$ cat src/rtl/sparse_hv_pkg.sv
// Shared types and constants for the sparse hypervector generator.
// The LFSR step lives here so every user agrees on the polynomial.
package sparse_hv_pkg;

  typedef enum logic [1:0] {
    IDLE     = 2'd0,
    GENERATE = 2'd1,
    HOLD     = 2'd2
  } fsm_state;

  localparam logic [15:0] LFSR_TAPS  = 16'hB400;
  localparam logic [15:0] LFSR_RESET = 16'h0001;

  // Galois right-shift step; never maps a non-zero state to zero.
  function automatic logic [15:0] lfsr_step(input logic [15:0] s);
    return (s >> 1) ^ (s[0] ? LFSR_TAPS : 16'h0000);
  endfunction

endpackage

$ cat src/rtl/sparse_hv_generator_lfsr.sv
// 16-bit Galois LFSR with seed load; a zero seed is replaced so the
// register can never lock up in the all-zero state.
import sparse_hv_pkg::*;

module lfsr_galois_16 (
  input  logic        clk,
  input  logic        arst_n_in,
  input  logic        load,
  input  logic [15:0] load_value,
  input  logic        enable,
  output logic [15:0] state_out
);

  always_ff @(posedge clk or negedge arst_n_in) begin
    if (!arst_n_in) begin
      state_out <= LFSR_RESET;
    end else if (load) begin
      state_out <= (load_value == 16'h0000) ? LFSR_RESET : load_value;
    end else if (enable) begin
      state_out <= lfsr_step(state_out);
    end
  end

endmodule

$ cat src/rtl/sparse_hv_generator.sv
// Serial generator of sparse segmented hypervectors: one set bit per
// segment, one segment per cycle, handed off over valid/ready.
import sparse_hv_pkg::*;

module sparse_hv_generator #(
  parameter int LENGTH_VECTOR  = 32,
  parameter int SEGMENT_LENGTH = 8
) (
  input  logic                     clk,
  input  logic                     arst_n_in,
  input  logic [15:0]              seed_in,
  input  logic                     seed_load,
  input  logic                     start,
  output logic                     busy,
  output logic [LENGTH_VECTOR-1:0] hv_out,
  output logic                     hv_valid,
  input  logic                     hv_ready
);

  localparam int NUM_SEGMENTS   = LENGTH_VECTOR / SEGMENT_LENGTH;
  localparam int LENGTH_POS     = $clog2(SEGMENT_LENGTH);
  localparam int LENGTH_SEG_CNT = $clog2(NUM_SEGMENTS) + 1;
  localparam int IDX_W          = $clog2(LENGTH_VECTOR);

  fsm_state                  state;
  fsm_state                  state_next;
  logic [LENGTH_SEG_CNT-1:0] seg_cnt;
  logic [15:0]               lfsr_state;
  logic                      lfsr_load;
  logic                      lfsr_enable;
  logic                      last_seg;
  logic [IDX_W-1:0]          bit_idx;
  logic [LENGTH_VECTOR-1:0]  bit_mask;
  logic                      unused_lfsr_hi;

  lfsr_galois_16 u_lfsr (
    .clk        (clk),
    .arst_n_in  (arst_n_in),
    .load       (lfsr_load),
    .load_value (seed_in),
    .enable     (lfsr_enable),
    .state_out  (lfsr_state)
  );

  // Only the low LENGTH_POS bits pick a position; the rest just feed the sequence.
  assign unused_lfsr_hi = ^lfsr_state[15:LENGTH_POS];

  assign last_seg = (seg_cnt == LENGTH_SEG_CNT'(NUM_SEGMENTS - 1));
  assign bit_idx  = IDX_W'(seg_cnt) * IDX_W'(SEGMENT_LENGTH)
                  + IDX_W'(lfsr_state[LENGTH_POS-1:0]);
  assign bit_mask = {{(LENGTH_VECTOR-1){1'b0}}, 1'b1} << bit_idx;

  always_comb begin
    state_next  = state;
    lfsr_load   = 1'b0;
    lfsr_enable = 1'b0;
    case (state)
      IDLE: begin
        if (seed_load) begin
          lfsr_load = 1'b1;
        end else if (start) begin
          state_next = GENERATE;
        end
      end
      GENERATE: begin
        lfsr_enable = 1'b1;
        if (last_seg) begin
          state_next = HOLD;
        end
      end
      HOLD: begin
        if (hv_ready) begin
          state_next = IDLE;
        end
      end
      default: state_next = IDLE;
    endcase
  end

  always_ff @(posedge clk or negedge arst_n_in) begin
    if (!arst_n_in) begin
      state <= IDLE;
    end else begin
      state <= state_next;
    end
  end

  // hv_out persists through IDLE so the last vector stays readable until the next start.
  always_ff @(posedge clk or negedge arst_n_in) begin
    if (!arst_n_in) begin
      seg_cnt <= '0;
      hv_out  <= '0;
    end else begin
      case (state)
        IDLE: begin
          if (start && !seed_load) begin
            seg_cnt <= '0;
            hv_out  <= '0;
          end
        end
        GENERATE: begin
          hv_out  <= hv_out | bit_mask;
          seg_cnt <= seg_cnt + LENGTH_SEG_CNT'(1);
        end
        default: ;
      endcase
    end
  end

  assign busy     = (state != IDLE);
  assign hv_valid = (state == HOLD);

endmodule

$ cat config.mk
export PLATFORM = sky130hd
export DESIGN_NAME = sparse_hv_generator
export DESIGN_NICKNAME = d
export VERILOG_FILES = /design/src/rtl/sparse_hv_pkg.sv /design/src/rtl/sparse_hv_generator_lfsr.sv /design/src/rtl/sparse_hv_generator.sv
export SDC_FILE = /design/constraint.sdc
export NUM_CORES = 1
export LEC_CHECK = 0
export ABC_AREA = 1
export CELL_PAD_IN_SITES_DETAIL_PLACEMENT = 1
export CELL_PAD_IN_SITES_GLOBAL_PLACEMENT = 1
export CORE_MARGIN = 1.5
export CORE_UTILIZATION = 25
export CTS_CLUSTER_DIAMETER = 40
export DETAILED_ROUTE_END_ITERATION = 16
export PLACE_DENSITY_LB_ADDON = 0.1
export SYNTH_ARGS = -nofsm -noshare
export SYNTH_HDL_FRONTEND = slang
export SYNTH_HIERARCHICAL = 1
export SYNTH_SLANG_ARGS = --single-unit
$ cat constraint.sdc
create_clock -name clk -period 1.8 [get_ports clk]
set_input_delay 0.36 -clock clk [delete_from_list [all_inputs] [get_ports clk]]
set_output_delay 0.36 -clock clk [all_outputs]
set_load 0.005 [all_outputs]
==> flow_summary.toml, run 1 <==
[synthesis]
avgSynthCellArea_sq_um = 8.59
synthTopCellsByArea = "dfrtp_1 (51%), nand2_1 (14%), o21ai_0 (5.1%)"
netlist-cell-type-count = 28
synth-warning-count = 6
yosysMostFrequentCell = "nand2_1"
synth.top_cells.by_count = "nand2_1 (93), dfrtp_1 (52), nor2_1 (33)"
yosys_register_bits = 53
syn_inst = 295
yosysSeqAreaShare_pct = 52.4
ys.flop_type = "dfrtp_1"
synth_area_sq_um = 2530
synth_nets = 318
async_flop_share_pct = 100
synth_top_area_share_pct = 51.3
synth_edf_count = 0
yosysTopAreaCell = "dfrtp_1"

[floorplanning]
ios = 55
die_area_sq_um = 10800
die_width_microns = 104
rows = 36
dieHeight_microns = 104
start_util_pct = 25.8
core-area_sq_um = 9820

[global_routing]
grt_pass1_wl_microns = 11100
antenna_found_initial = 0
grt.overflow.total = 0
grt_max_degree = 38
grt_usage_pct = 12.7
grt_pass1_vias = 2186

[timing]
tns_ns = 0
finalCriticalPeriod_ns = 1.74
slew_headroom_pct = 69.1
drv_slew = 0
fin_worst_skew_ns = 0.00784
finalHoldViolCount = 0
rsz0062_at_grt = "yes"
fin_crit_sh_pct = 96.7
clock.fmax_mhz = 574
finalSetupViolations = 0
tightest_slew_ns = 0.464

[route]
ant_nets = 0
drt_iter0_drc = 58
firstDrtPassIters = 4
via_per_inst = 4.37
post_drt_wl_per_cell_microns = 13.3
wl_microns = 6470
remaining_drc_errors = 0
via_count = 2125

[cells_and_area]
n_fill_cell = 1213
drive_above_1_share_pct = 14.4
nets = 376
stdcell_area_sq_um = 3350
insertedDiodeCount = 0
syn_to_final_growth_pct = 32.0
seqCellArea_sq_um = 1330
multi_input_area_sq_um = 1020

[placed_design]
place_area_sq_um = 3200
gp_congestion = 0.701
hpwl_microns = 4740
portBuffers = 54

[clock_tree]
insertion_delay_ns = 0.30
cts.sinks = 53
cts-root-buf = "clkbuf_8"
htreeDepth = 2
cts.path.max_buffers = 2
cts_tree = "built"
cts_buffers = 5
clk_transition_reported_paths_ns = 0.09

[worst_hold_path]
hold_path_class = "reg2reg"

[setup_path]
worstSetupStartpointType = "flip-flop"
cp-end-kind = "primary output"
critical_path.max_fanout = 4
required_ns = 1.44
critPathArrivalTime_ns = 1.38
crit_type = "reg2out"

[job]
cap_violations = 0

[pwr]
clock_power_share_pct = 13.9
cellLeakagePower_nw = 1.51
pwr-share-comb_pct = 46.7
ir_drop_mv = 0.468
power_density_nw_per_um2 = 1680
pwr-share-seq_pct = 39.4
switching_share_pct = 39.2
p_switching_mw = 2.20
p_int_mw = 3.42

[outcome]
status = "finished clean"
[metal layers]
layer | global-route usage [%] | vias up | wire length, microns
met1 | 17.0 | 1018 | 3100
met4 | 2.98 | 0 | 64
met5 | 0 | - | 0
li1 | - | 1058 | -
met3 | 2.58 | 5 | 241
met2 | 21.2 | 44 | 3070
[flip-flops by register name, summed over array words and instances, names as in the netlist]
signal / count
hv_out: 32
u_lfsr/state_out: 16
seg_cnt: 3
state: 2
[cell families after synthesis]
group / Yosys count / share of synthesized area [%]
flops: 53 / 52.4
simple gates: 157 / 26.4
buf+inv: 32 / 7.45
fa+ha+maj: 2 / 0.987
compound gates: 51 / 12.8
[critical path, stage by stage, from the launching register on]
cell and delay (ns):
dfrtp_2 0.44, nor2_2 0.14, inv_1 0.07, clkdlybuf4s50_1 0.44
[placed cells by master (no fill, tap or decap), types with 4 or more instances in the layout]
cell type	n
a21oi_2	9
buf_4	6
clkbuf_8	5
clkdlybuf4s50_1	52
dfrtp_1	51
inv_1	13
inv_2	4
nand2_1	93
nand3_1	13
nand4_1	5
nor2_1	32
nor2_2	8
o21ai_0	26
o21ai_1	7
[power by group through the flow]
stage               clock network (mW)  registers (mW)  logic [mW]
floorplan                            0            2.07        1.70
global placement                     0            2.24        2.58
detailed placement                   0            2.26        2.64
CTS                              0.833            2.24        2.66
global route                     0.867            2.31        2.97
finish                           0.780            2.21        2.62
[worst paths after layout]
check	slack, ns	cells after the start	endpoint	from
min in group asynchronous	0.53	2	hv_out[8]$_DFFE_PN0P_	arst_n_in
max in group asynchronous	0.71	3	hv_out[19]$_DFFE_PN0P_	arst_n_in
worst max register to register	0.28	7	u_lfsr/state_out[14]$_DFFE_PN0P_	state[1]$_DFFE_PN0P_
worst max-delay path	0.06	3	busy	state[0]$_DFFE_PN0P_
worst min register to register	0.49	2	hv_out[25]$_DFFE_PN0P_	hv_out[25]$_DFFE_PN0P_
worst min-delay path	0.49	2	hv_out[25]$_DFFE_PN0P_	hv_out[25]$_DFFE_PN0P_
[layout make-up]
cell class,count,area share (%)
well taps,133,4.97
repair buffers,64,19.5
clock inverters,2,1.05
flip-flops and latches,53,39.7
multi-input cells,210,30.5
clock buffers,5,2.06
inverters,19,2.21
[what timing repair did]
action / 4_1_cts / 5_1_grt
setup endpoints to repair: 2 / 2
endpoints found under the hold margin: 15 / 0
hold buffers: 1 / 0
buffers inserted: 1 / 2
resized for setup: 2 / 2
[through the flow]
| step | worst slack (ns) | cells | util (%) | hold slack [ns] | power, mW |
|---|---|---|---|---|---|
| floorplan | 0.451 | 295 | - | 0.0644 | 3.77 |
| global placement | 0.127 | 475 | 32.6 | 0.328 | 4.81 |
| detailed placement | 0.0938 | 475 | 32.6 | 0.329 | 4.89 |
| CTS | 0.00177 | 484 | 33.9 | 0.496 | 5.73 |
| global route | -0.0282 | 486 | 34.1 | 0.517 | 6.15 |
| finish | 0.0590 | 486 | 34.1 | 0.488 | 5.61 |
Power figures use the tool's default switching activity.
==> run 2: changes to the inputs <==
--- a/config.mk
+++ b/config.mk
@@ -8,6 +8,7 @@
 export ABC_AREA = 1
 export CELL_PAD_IN_SITES_DETAIL_PLACEMENT = 1
 export CELL_PAD_IN_SITES_GLOBAL_PLACEMENT = 1
+export CORE_ASPECT_RATIO = 0.75
 export CORE_MARGIN = 1.5
 export CORE_UTILIZATION = 25
 export CTS_CLUSTER_DIAMETER = 40
==> run 2 against run 1 <==
  * Critical endpoint unchanged
  * Utilization grew 1.0 points
  * Global-route usage grew 1.2 points
  * Via count grew 0.80%
  * Count of clock-buffer cells in the layout grew 2
  * Cell count is the same
  * Largest cell class unchanged
  * First-iteration DRC count grew 31%
  * Design area grew 2.5%
==> flow_summary.toml, run 2 (synthesis results as in run 1) <==
[timing]
rsz0062_at_grt = "no"
finalSetupViolations = 0
slew_headroom_pct = 67.8
finalHoldViolCount = 0
clock.fmax_mhz = 574
finalCriticalPeriod_ns = 1.74
fin_crit_sh_pct = 96.8
tightest_slew_ns = 0.484
tns_ns = 0
drv_slew = 0
fin_worst_skew_ns = 0.00419

[floorplanning]
dieHeight_microns = 90.2
core-area_sq_um = 9770
start_util_pct = 25.9
ios = 55
die_width_microns = 119
die_area_sq_um = 10800
rows = 31

[setup_path]
required_ns = 1.44
cpPeakStageDelay_ns = 0.45
cp_slowest_cell = "clkdlybuf4s50_1"
crit_family = "buffers and inverters"
critPathBufInv = 2
worstSetupStartpointType = "flip-flop"
critPathArrivalTime_ns = 1.38
critical_path.max_fanout = 4
path_cells = "nor2_4 -> inv_1 -> clkdlybuf4s50_1"
cp-end-kind = "primary output"
crit_type = "reg2out"

[placed_design]
place_area_sq_um = 3240
placedCellCount = 477
hpwl_microns = 4980
gp_congestion = 0.691
portBuffers = 54

[clock_tree]
cts-root-buf = "clkbuf_16"
hold_buffers = 0
cts.path.max_buffers = 2
insertion_delay_ns = 0.29
cts.sinks = 53
clk_transition_reported_paths_ns = 0.07
cts_buffers = 5
cts_tree = "built"
htreeDepth = 2

[global_routing]
grt_pass1_vias = 2250
grt_pass1_wl_microns = 11800
grt.overflow.total = 0
grt_usage_pct = 13.9
grt_max_degree = 34
antenna_found_initial = 0

[route]
ant_nets = 0
drt_iter0_drc = 76
post_drt_wl_per_cell_microns = 13.9
via_count = 2142
via_per_inst = 4.41
remaining_drc_errors = 0
wl_microns = 6770
firstDrtPassIters = 4

[cells_and_area]
regMostFlops = "hv_out"
largest_register_ffs = 32
top_regs = "hv_out x32, u_lfsr/state_out x16, seg_cnt x3"
insertedDiodeCount = 0
utilization_pct = 35.1
nets = 376
mostFrequentLayoutCell = "nand2_1"
n_fill_cell = 1147
drive_above_1_share_pct = 15.0
seqCellArea_sq_um = 1330
syn_to_final_growth_pct = 35.3
stdcell_area_sq_um = 3430
layout.cells.most_common_list = "nand2_1 (93), clkdlybuf4s50_1 (52), dfrtp_1 (50)"
layoutNonFillerInstCount = 486
multi_input_area_sq_um = 1030

[pwr]
power_mw = 6.03
ir_drop_mv = 0.418
power_density_nw_per_um2 = 1760
cellLeakagePower_nw = 1.55

[worst_hold_path]
hold_path_class = "in2async"

[outcome]
status = "finished clean"

[job]
cap_violations = 0
[run 2: changes by cell type in the layout (fill, tap and decap cells not counted), sizes merged]
cell | before | now
dlygate4sd3 | 1 | 0
buf | 10 | 11
clkinv | 3 | 2
clkbuf | 5 | 7
[run 2: final timing paths]
check | start | endpoint | slack, ns | cells after the start
setup / recovery | state[0]$_DFFE_PN0P_ | busy | 0.06 | 3
hold / removal | arst_n_in | u_lfsr/state_out[2]$_DFFE_PN0P_ | 0.03 | 1
setup reg to reg | state[0]$_DFFE_PN0P_ | u_lfsr/state_out[13]$_DFFE_PN0P_ | 0.35 | 6
hold reg to reg | hv_out[2]$_DFFE_PN0P_ | hv_out[2]$_DFFE_PN0P_ | 0.48 | 2
max in group asynchronous | arst_n_in | hv_out[28]$_DFFE_PN0P_ | 1.30 | 2
min in group clk | hv_out[2]$_DFFE_PN0P_ | hv_out[2]$_DFFE_PN0P_ | 0.48 | 2
[run 2: timing repair]
action | 4_1_cts | 5_1_grt
endpoints found under the setup margin | 2 | 2
gates resized for setup | 5 | 1
hold endpoints to repair | 0 | 0
setup buffers | 0 | 1
[run 2: power by group]
part / leakage, nW / internal, mW / total, mW / switching (mW)
Combinational: 0.787 / 1.30 / 2.72 / 1.42
Sequential: 0.675 / 1.74 / 2.19 / 0.444
Clock: 0.0841 / 0.696 / 1.12 / 0.426
Total: 1.55 / 3.74 / 6.03 / 2.29
[run 2: cell type report]
type                       count  area share (%)
sequential                    53            38.8
multi-input combinational    210            29.9
timing repair buffer          64            19.3
tap                          132            4.81
clock buffer                   7            4.16
inverter                      19            2.15
clock inverter                 1           0.875
[run 2: worst reg2reg max path: stages, from the launching register on]
cell and delay [ns]:
dfrtp_2 0.44, nor2_4 0.13, inv_1 0.07, nor2_1 0.16
buf_4 0.28, nand2_1 0.11, a31oi_2 0.18
[run 2: metal layers]
layer	share of wire [%]	wire [microns]	global-route usage, %
met5	0	0	0
met4	0.84	57	3.31
met3	3.4	227	3.11
met2	41	2800	20.2
met1	54	3680	20.7
[run 2: metrics by stage]
stage                     hold WS, ns  setup slack (ns)
after floorplan                0.0644             0.451
after global placement          0.361            0.0852
after detailed placement        0.351            0.0423
after CTS                      0.0380           0.00493
after global routing           0.0566           0.00776
final                          0.0264            0.0570
==> run 3: changes to the inputs <==
--- a/config.mk
+++ b/config.mk
@@ -16,5 +16,4 @@
 export PLACE_DENSITY_LB_ADDON = 0.1
 export SYNTH_ARGS = -nofsm -noshare
 export SYNTH_HDL_FRONTEND = slang
-export SYNTH_HIERARCHICAL = 1
 export SYNTH_SLANG_ARGS = --single-unit
==> run 3 against run 2 <==
  * Non-clock buffer count down 3
  * Global-route usage fell by 0.27 points
  * Via count fell by 10%
  * Sequential cell count unchanged
  * Fmax is 3.0% higher
  * Clock power is 14% lower
  * Worst setup slack better by 0.051 ns
  * First-iteration DRC count grew 32%
  * Total power down 5.7%
  * Critical path type unchanged
  * Largest power group unchanged
  * Highest routed layer unchanged
==> flow_summary.toml, run 3 <==
[outcome]
status = "finished clean"

[timing]
fin_hold_ws_ns = 0.0466
fin_crit_sh_pct = 94.0
clock.fmax_mhz = 591
slew_headroom_pct = 80.2
finalCriticalPeriod_ns = 1.69
drv_slew = 0
tns_ns = 0
rsz0062_at_grt = "no"
fin_worst_skew_ns = 0.00652
tightest_slew_ns = 0.296
finalSetupViolations = 0
finalHoldViolCount = 0

[floorplanning]
die_width_microns = 116
dieHeight_microns = 87.6
core-area_sq_um = 9160
ios = 55
rows = 30
die_area_sq_um = 10200
start_util_pct = 26.1

[synthesis]
synth_nets = 274
yosys_register_bits = 53
synth-warning-count = 0
synth.top_cells.by_count = "dfrtp_1 (52), nand2_1 (51), nor2_1 (37)"
yosysSeqAreaShare_pct = 55.6
syn_inst = 251
netlist-cell-type-count = 28
synth_top_area_share_pct = 54.5
synthTopCellsByArea = "dfrtp_1 (55%), nand2_1 (8.0%), nor2_1 (5.8%)"
ys.flop_type = "dfrtp_1"
synth_area_sq_um = 2390
avgSynthCellArea_sq_um = 9.51
synth_edf_count = 0
yosysTopAreaCell = "dfrtp_1"
async_flop_share_pct = 100
yosysMostFrequentCell = "dfrtp_1"

[setup_path]
critical_path.max_fanout = 3
crit_path_start = "state[0]$_DFFE_PN0P_"
r2r_slack_ns = 0.45
cp-end-kind = "primary output"
critPathArrivalTime_ns = 1.33
r2r_start = "state[1]$_DFFE_PN0P_"
worstSetupStartpointType = "flip-flop"
required_ns = 1.44
crit_type = "reg2out"

[global_routing]
grt_pass1_vias = 2052
antenna_found_initial = 0
grt_usage_pct = 13.6
grt.overflow.total = 0
grt_pass1_wl_microns = 10700
grt_max_degree = 54

[clock_tree]
clk_transition_reported_paths_ns = 0.07
insertion_delay_ns = 0.30
cts_tree = "built"
cts-root-buf = "clkbuf_16"
cts_buffers = 5
cts.path.max_buffers = 2
cts.sinks = 53
htreeDepth = 2

[cells_and_area]
nets = 330
syn_to_final_growth_pct = 33.5
top_regs = "hv_out x32, u_lfsr.state_out x16, seg_cnt x3"
mostFrequentLayoutCell = "clkdlybuf4s50_1"
regMostFlops = "hv_out"
drive_above_1_share_pct = 11.0
utilization_pct = 34.8
layout.cells.most_common_list = "clkdlybuf4s50_1 (52), nand2_1 (51), dfrtp_1 (51)"
largest_register_ffs = 32
insertedDiodeCount = 0

[placed_design]
portBuffers = 54
gp_congestion = 0.734
hpwl_microns = 4450

[route]
via_count = 1928
post_drt_wl_per_cell_microns = 14.4
ant_nets = 0
via_per_inst = 4.42
remaining_drc_errors = 0
wl_microns = 6260
firstDrtPassIters = 4
drt_iter0_drc = 100

[pwr]
ir_drop_mv = 0.449
cellLeakagePower_nw = 1.34
power_density_nw_per_um2 = 1780

[job]
cap_violations = 0

[worst_hold_path]
hold_path_class = "in2async"
run 3: cell types whose count changed after synthesis, sizes merged, moves of 2 or more:
| cell | before | now |
|---|---|---|
| a21oi | 12 | 3 |
| a22oi | 2 | 0 |
| a31oi | 3 | 0 |
| inv | 17 | 11 |
| nand2 | 97 | 55 |
| nand3 | 13 | 3 |
| nand4 | 5 | 16 |
| o21ai | 33 | 37 |
| o22ai | 0 | 14 |
run 3: worst paths after layout:
| check | endpoint | cells after the start |
|---|---|---|
| worst max-delay path | hv_valid | 2 |
| worst max register to register | u_lfsr.state_out[12]$_DFFE_PN0P_ | 7 |
| worst min-delay path | u_lfsr.state_out[9]$_DFFE_PN0P_ | 2 |
| worst min register to register | hv_out[30]$_DFFE_PN0P_ | 2 |
| min in group clk | hv_out[30]$_DFFE_PN0P_ | 2 |
| max in group asynchronous | u_lfsr.state_out[0]$_DFFE_PN1P_ | 2 |
run 3: report_power, final:
part	internal, mW	switching [mW]
sequential	1.75	0.354
combinational	1.20	1.42
clock	0.512	0.451
run 3: cells by family after synthesis:
family,share of synthesized area (%)
and+or+nand+nor,22.9
buffers and inverters,7.60
AOI/OAI and AO/OA,12.9
adders and majority gates,1.05
DFF,55.6
run 3: final cells by class:
| cell class | count | area, sq um |
|---|---|---|
| Clock inverter | 3 | 17.5 |
| Multi-Input combinational cell | 172 | 878 |
| Inverter | 14 | 62.6 |
| Tap cell | 128 | 160 |
| Fill cell | 1097 | 5970 |
| Clock buffer | 5 | 125 |
| Timing Repair Buffer | 61 | 616 |
| Sequential cell | 53 | 1330 |
run 3: worst max-delay path: stages, from the launching register on:
cell and delay (ns):
dfrtp_1 0.42, nor2_1 0.12, clkdlybuf4s50_1 0.50
run 3: metal layers:
| layer | part of all wire [%] | track usage (%) |
|---|---|---|
| met5 | 0 | 0 |
| met4 | 1.1 | 3.66 |
| met3 | 3.6 | 2.91 |
| met2 | 43 | 19.9 |
| met1 | 53 | 20.4 |
run 3: timing repair:
item | CTS | global route
gates resized for setup | 1 | 2
buffers inserted | 0 | 1
endpoints found under the setup margin | 2 | 2
hold buffers | 0 | 0
run 3: through the flow:
| stage | power (mW) | setup slack [ns] | std cells | instance area, sq um |
|---|---|---|---|---|
| 2_1_floorplan | 3.70 | 0.621 | 251 | 2390 |
| 3_3_place_gp | 4.73 | 0.176 | 427 | 3030 |
| 4_1_cts | 5.77 | 0.0338 | 435 | 3180 |
| 5_1_grt | 6.20 | 0.0198 | 436 | 3190 |
| 3_5_place_dp | 4.78 | 0.153 | 427 | 3030 |
| 6_report | 5.68 | 0.108 | 436 | 3190 |
